### config.mk
export PLATFORM = sky130hd
export DESIGN_NAME = memory_writeback_cycle
export DESIGN_NICKNAME = d
export VERILOG_FILES = /design/src/rtl/memory_writeback_cycle.sv
export SDC_FILE = /design/constraint.sdc
export NUM_CORES = 2
export LEC_CHECK = 0
export ABC_AREA = 0
export CAP_MARGIN = 0
export CORE_UTILIZATION = 50
export CTS_CLUSTER_DIAMETER = 60
export CTS_CLUSTER_SIZE = 10
export DETAILED_ROUTE_END_ITERATION = 8
export HOLD_SLACK_MARGIN = 0.03
export PLACE_DENSITY = 0.66
export SLEW_MARGIN = 30
export SYNTH_ARGS = -nofsm -noshare
export SYNTH_HDL_FRONTEND = slang
export SYNTH_SLANG_ARGS = --single-unit
### constraint.sdc
create_clock -name clk -period 4 [get_ports clk]
set_input_delay 0.8 -clock clk [delete_from_list [all_inputs] [get_ports clk]]
set_output_delay 0.8 -clock clk [all_outputs]
set_load 0.1 [all_outputs]
### src/rtl/memory_writeback_cycle.sv
// MEM stage data memory plus MEM/WB register; outputs appear one cycle after inputs.
// No backpressure: one instruction accepted every cycle, no stall or enable.
module memory_writeback_cycle #(
   parameter int DEPTH = 64
) (
   input  logic        clk,
   input  logic        rst,
   input  logic        RegWriteM,
   input  logic        ResultSrcM,
   input  logic        MemWriteM,
   input  logic [31:0] ALUResultM,
   input  logic [31:0] WriteDataM,
   input  logic [31:0] PCPlus4M,
   input  logic [4:0]  RdM,
   output logic        RegWriteW,
   output logic [4:0]  RdW,
   output logic [31:0] ResultW,
   output logic [31:0] PCPlus4W
);

   localparam int AW = $clog2(DEPTH);

   logic [31:0]   mem [DEPTH];
   logic [AW-1:0] word_idx;
   logic [31:0]   read_data;
   logic [31:0]   read_data_w;
   logic [31:0]   alu_result_w;
   logic          result_src_w;

   // Byte offset and bits above the memory size are dropped, so addresses wrap.
   assign word_idx  = ALUResultM[AW+1:2];
   assign read_data = mem[word_idx];

   // Contents survive reset; only the write is suppressed while rst is high.
   always_ff @(posedge clk) begin
      if (MemWriteM && !rst) begin
         mem[word_idx] <= WriteDataM;
      end
   end

   always_ff @(posedge clk or posedge rst) begin
      if (rst) begin
         RegWriteW    <= 1'b0;
         RdW          <= 5'd0;
         PCPlus4W     <= 32'd0;
         read_data_w  <= 32'd0;
         alu_result_w <= 32'd0;
         result_src_w <= 1'b0;
      end else begin
         RegWriteW    <= RegWriteM && (RdM != 5'd0);
         RdW          <= RdM;
         PCPlus4W     <= PCPlus4M;
         read_data_w  <= read_data;
         alu_result_w <= ALUResultM;
         result_src_w <= ResultSrcM;
      end
   end

   assign ResultW = result_src_w ? read_data_w : alu_result_w;

endmodule

==> flow_metrics.env <==
export IMPL_status="finished, final reports clean"
export IMPL_grt_max_degree=74
export IMPL_r2r_end="read_data_w[14]"
export IMPL_grt_pass1_vias=47842
export IMPL_cts_root_buf="clkbuf_16"
export IMPL_htree_levels=4
export IMPL_io_buffers=175
export IMPL_via_per_inst=6.75
export IMPL_max_cap_viol_count=0
export IMPL_worstHoldStart="PCPlus4M[27]"
export IMPL_core_sq_mm=0.161
export IMPL_hp_class="input port to register"
export IMPL_grt_overflow_total=0
export IMPL_start_kind="register"
export IMPL_fin_tns_setup_ps=0
export IMPL_slew_headroom=0.273
export IMPL_grt_usage=0.317
export IMPL_syn_to_final_growth_pct=17.8
export IMPL_cp_arrival_ps=2840
export IMPL_drive_gt1_frac=0.178
export IMPL_dpl_cell_area_sq_mm=0.0883
export IMPL_async_flop_share=0.0479
export IMPL_first_iter_violations=7958
export IMPL_reg2reg_depth=6
export IMPL_fin_crit_sh=0.910
export IMPL_num_io_pins=176
export IMPL_ys_seq_area_frac=0.792
export IMPL_routed_wirelength_um=260000
export IMPL_grt_setup_unrepaired="false"
export IMPL_wl_per_cell_um=35.1
export IMPL_most_common_layout_cells="2048 x edfxtp_1, 388 x a22oi_1, 352 x buf_4, 338 x a221oi_1, 239 x clkbuf_16"
export IMPL_firstDrtPassIters=6
export IMPL_drc_errors=0
export IMPL_antenna_found_initial=18
export IMPL_die_h_um=404
export IMPL_die_area_sq_mm=0.163
export IMPL_power_density_mw_per_mm2=503
export IMPL_synth_main_ff_cell="edfxtp_1"
export IMPL_period_needed_ps=3640
export IMPL_worst_pin_slew_ps=1080
export IMPL_path_clk_slew_ps=60
export IMPL_fin_area_sq_mm=0.0952
export IMPL_synth_cell_types=67
export IMPL_globalplace_congestion=0.935
export IMPL_cts_hold_buf=0
export IMPL_fin_hold_ws_ps=380
export IMPL_avgSynthCellArea_sq_um=17.7
export IMPL_grt_pass1_wl_um=363000
export IMPL_insertion_delay_ps=860
export IMPL_synth_edff_count=2048
export IMPL_synthCells=4580
export IMPL_num_vias=50018
export IMPL_ys_ff_latch=2151
export IMPL_synth_nets=4686
export IMPL_numClockSinks=2151
export IMPL_peakVddDrop_v=0.000358
export IMPL_cts_inserted_buffers=235
export IMPL_die_x_um=404
export IMPL_hold_end="PCPlus4W[27]"
export IMPL_report_final_slew_viol_count=0
export IMPL_yosys_warnings=0
export IMPL_hold_violations=0
export IMPL_p_leak_nw=30.5
export IMPL_hold_depth=1
export IMPL_path_class="register to output pin"
export IMPL_dpl_hpwl_um=160000
export IMPL_reg2reg_slack_ps=1480
export IMPL_initial_utilization=0.504
export IMPL_final_common_cell="edfxtp_1"
export IMPL_fin_skew_ps=32.1
export IMPL_row_count=147
export IMPL_synth_area_sq_mm=0.0809
export IMPL_cp_data_required_time_ps=3200
export IMPL_cts_resized=0
export IMPL_cp_max_fo=17
export IMPL_nets=5158
export IMPL_setup_violations=0
export IMPL_cts_tree="yes"
export IMPL_drtAntennaViolNets=0
export IMPL_r2r_start="mem[2][14]"
export IMPL_fmax_ghz=0.275
export IMPL_cts_setup_buffers=0
export IMPL_worst_setup_path_end_kind="output pin"
export IMPL_clockBufferDepth=3
registers in the layout, indices dropped and copies added (netlist names):
| name | flops |
|---|---|
| mem | 2048 |
| PCPlus4W | 32 |
| alu_result_w | 32 |
| read_data_w | 32 |
| RdW | 5 |
| RegWriteW | 1 |
| result_src_w | 1 |
per-stage QoR:
stage | power [mW] | cells | utilization | setup WS [ps]
global route | 48.9 | 7406 | 0.593 | 265
global placement | 28.6 | 6975 | 0.550 | 75.9
detailed placement | 28.7 | 6975 | 0.550 | 106
CTS | 48.0 | 7405 | 0.593 | 293
floorplan | 27.0 | 4580 | - | 46.9
finish | 47.9 | 7410 | 0.593 | 360
worst max-delay path, stage by stage, from the launching register on:
cell and delay (ps):
dfrtp_2 610, mux2_2 230, clkdlybuf4s50_1 1130
synth_stat cells, types with 20 or more instances:
master / n / share of area
a21oi_1: 143 / 0.0089
a211oi_1: 23 / 0.0021
nand3_1: 25 / 0.0015
o22ai_1: 155 / 0.012
edfxtp_1: 2048 / 0.76
nor3_1: 41 / 0.0025
mux4_2: 25 / 0.0070
a221oi_1: 338 / 0.037
buf_4: 23 / 0.0021
nand2_1: 66 / 0.0031
o21ai_0: 143 / 0.0089
clkbuf_1: 80 / 0.0037
nor2_1: 252 / 0.012
a22o_1: 23 / 0.0025
mux2i_1: 157 / 0.019
mux2_2: 83 / 0.012
buf_1: 40 / 0.0019
dfrtp_1: 103 / 0.032
buf_2: 188 / 0.012
buf_6: 20 / 0.0028
a22oi_1: 388 / 0.036
layout make-up:
| type | count | area (sq um) |
|---|---|---|
| Multi-Input combinational cell | 2075 | 15600 |
| Timing Repair Buffer | 586 | 5970 |
| Antenna cell | 5 | 12.5 |
| Clock inverter | 16 | 206 |
| Inverter | 3 | 18.8 |
| Sequential cell | 2151 | 64100 |
| Fill cell | 11567 | 65300 |
| Clock buffer | 414 | 6670 |
| Tap cell | 2160 | 2700 |
per-layer routing:
layer / share of wire / global-route usage
met4: 0.045 / 0.133
met5: 0.00040 / 0
met2: 0.45 / 0.469
met3: 0.15 / 0.0986
met1: 0.36 / 0.434
worst max-delay path by stage:
stage | start | endpoint | slack (ps)
2_1_floorplan | ALUResultM[3] | mem[12][0] | 50
3_3_place_gp | ALUResultM[7] | read_data_w[16] | 80
3_5_place_dp | ALUResultM[7] | read_data_w[16] | 110
4_1_cts | result_src_w | ResultW[0] | 290
5_1_grt | result_src_w | ResultW[29] | 270
6_report | result_src_w | ResultW[0] | 360
cells by family after synthesis:
logic type	Yosys count	synth area share
mux	269	0.0386
buf+inv	354	0.0223
compound gates	1333	0.120
flops	2151	0.792
simple gates	473	0.0267
power breakdown:
part | switching, mW | internal [mW]
Combinational | 2.38 | 0.935
Sequential | 0.145 | 24.8
Clock | 8.47 | 11.2
Power figures use the tool's default switching activity.
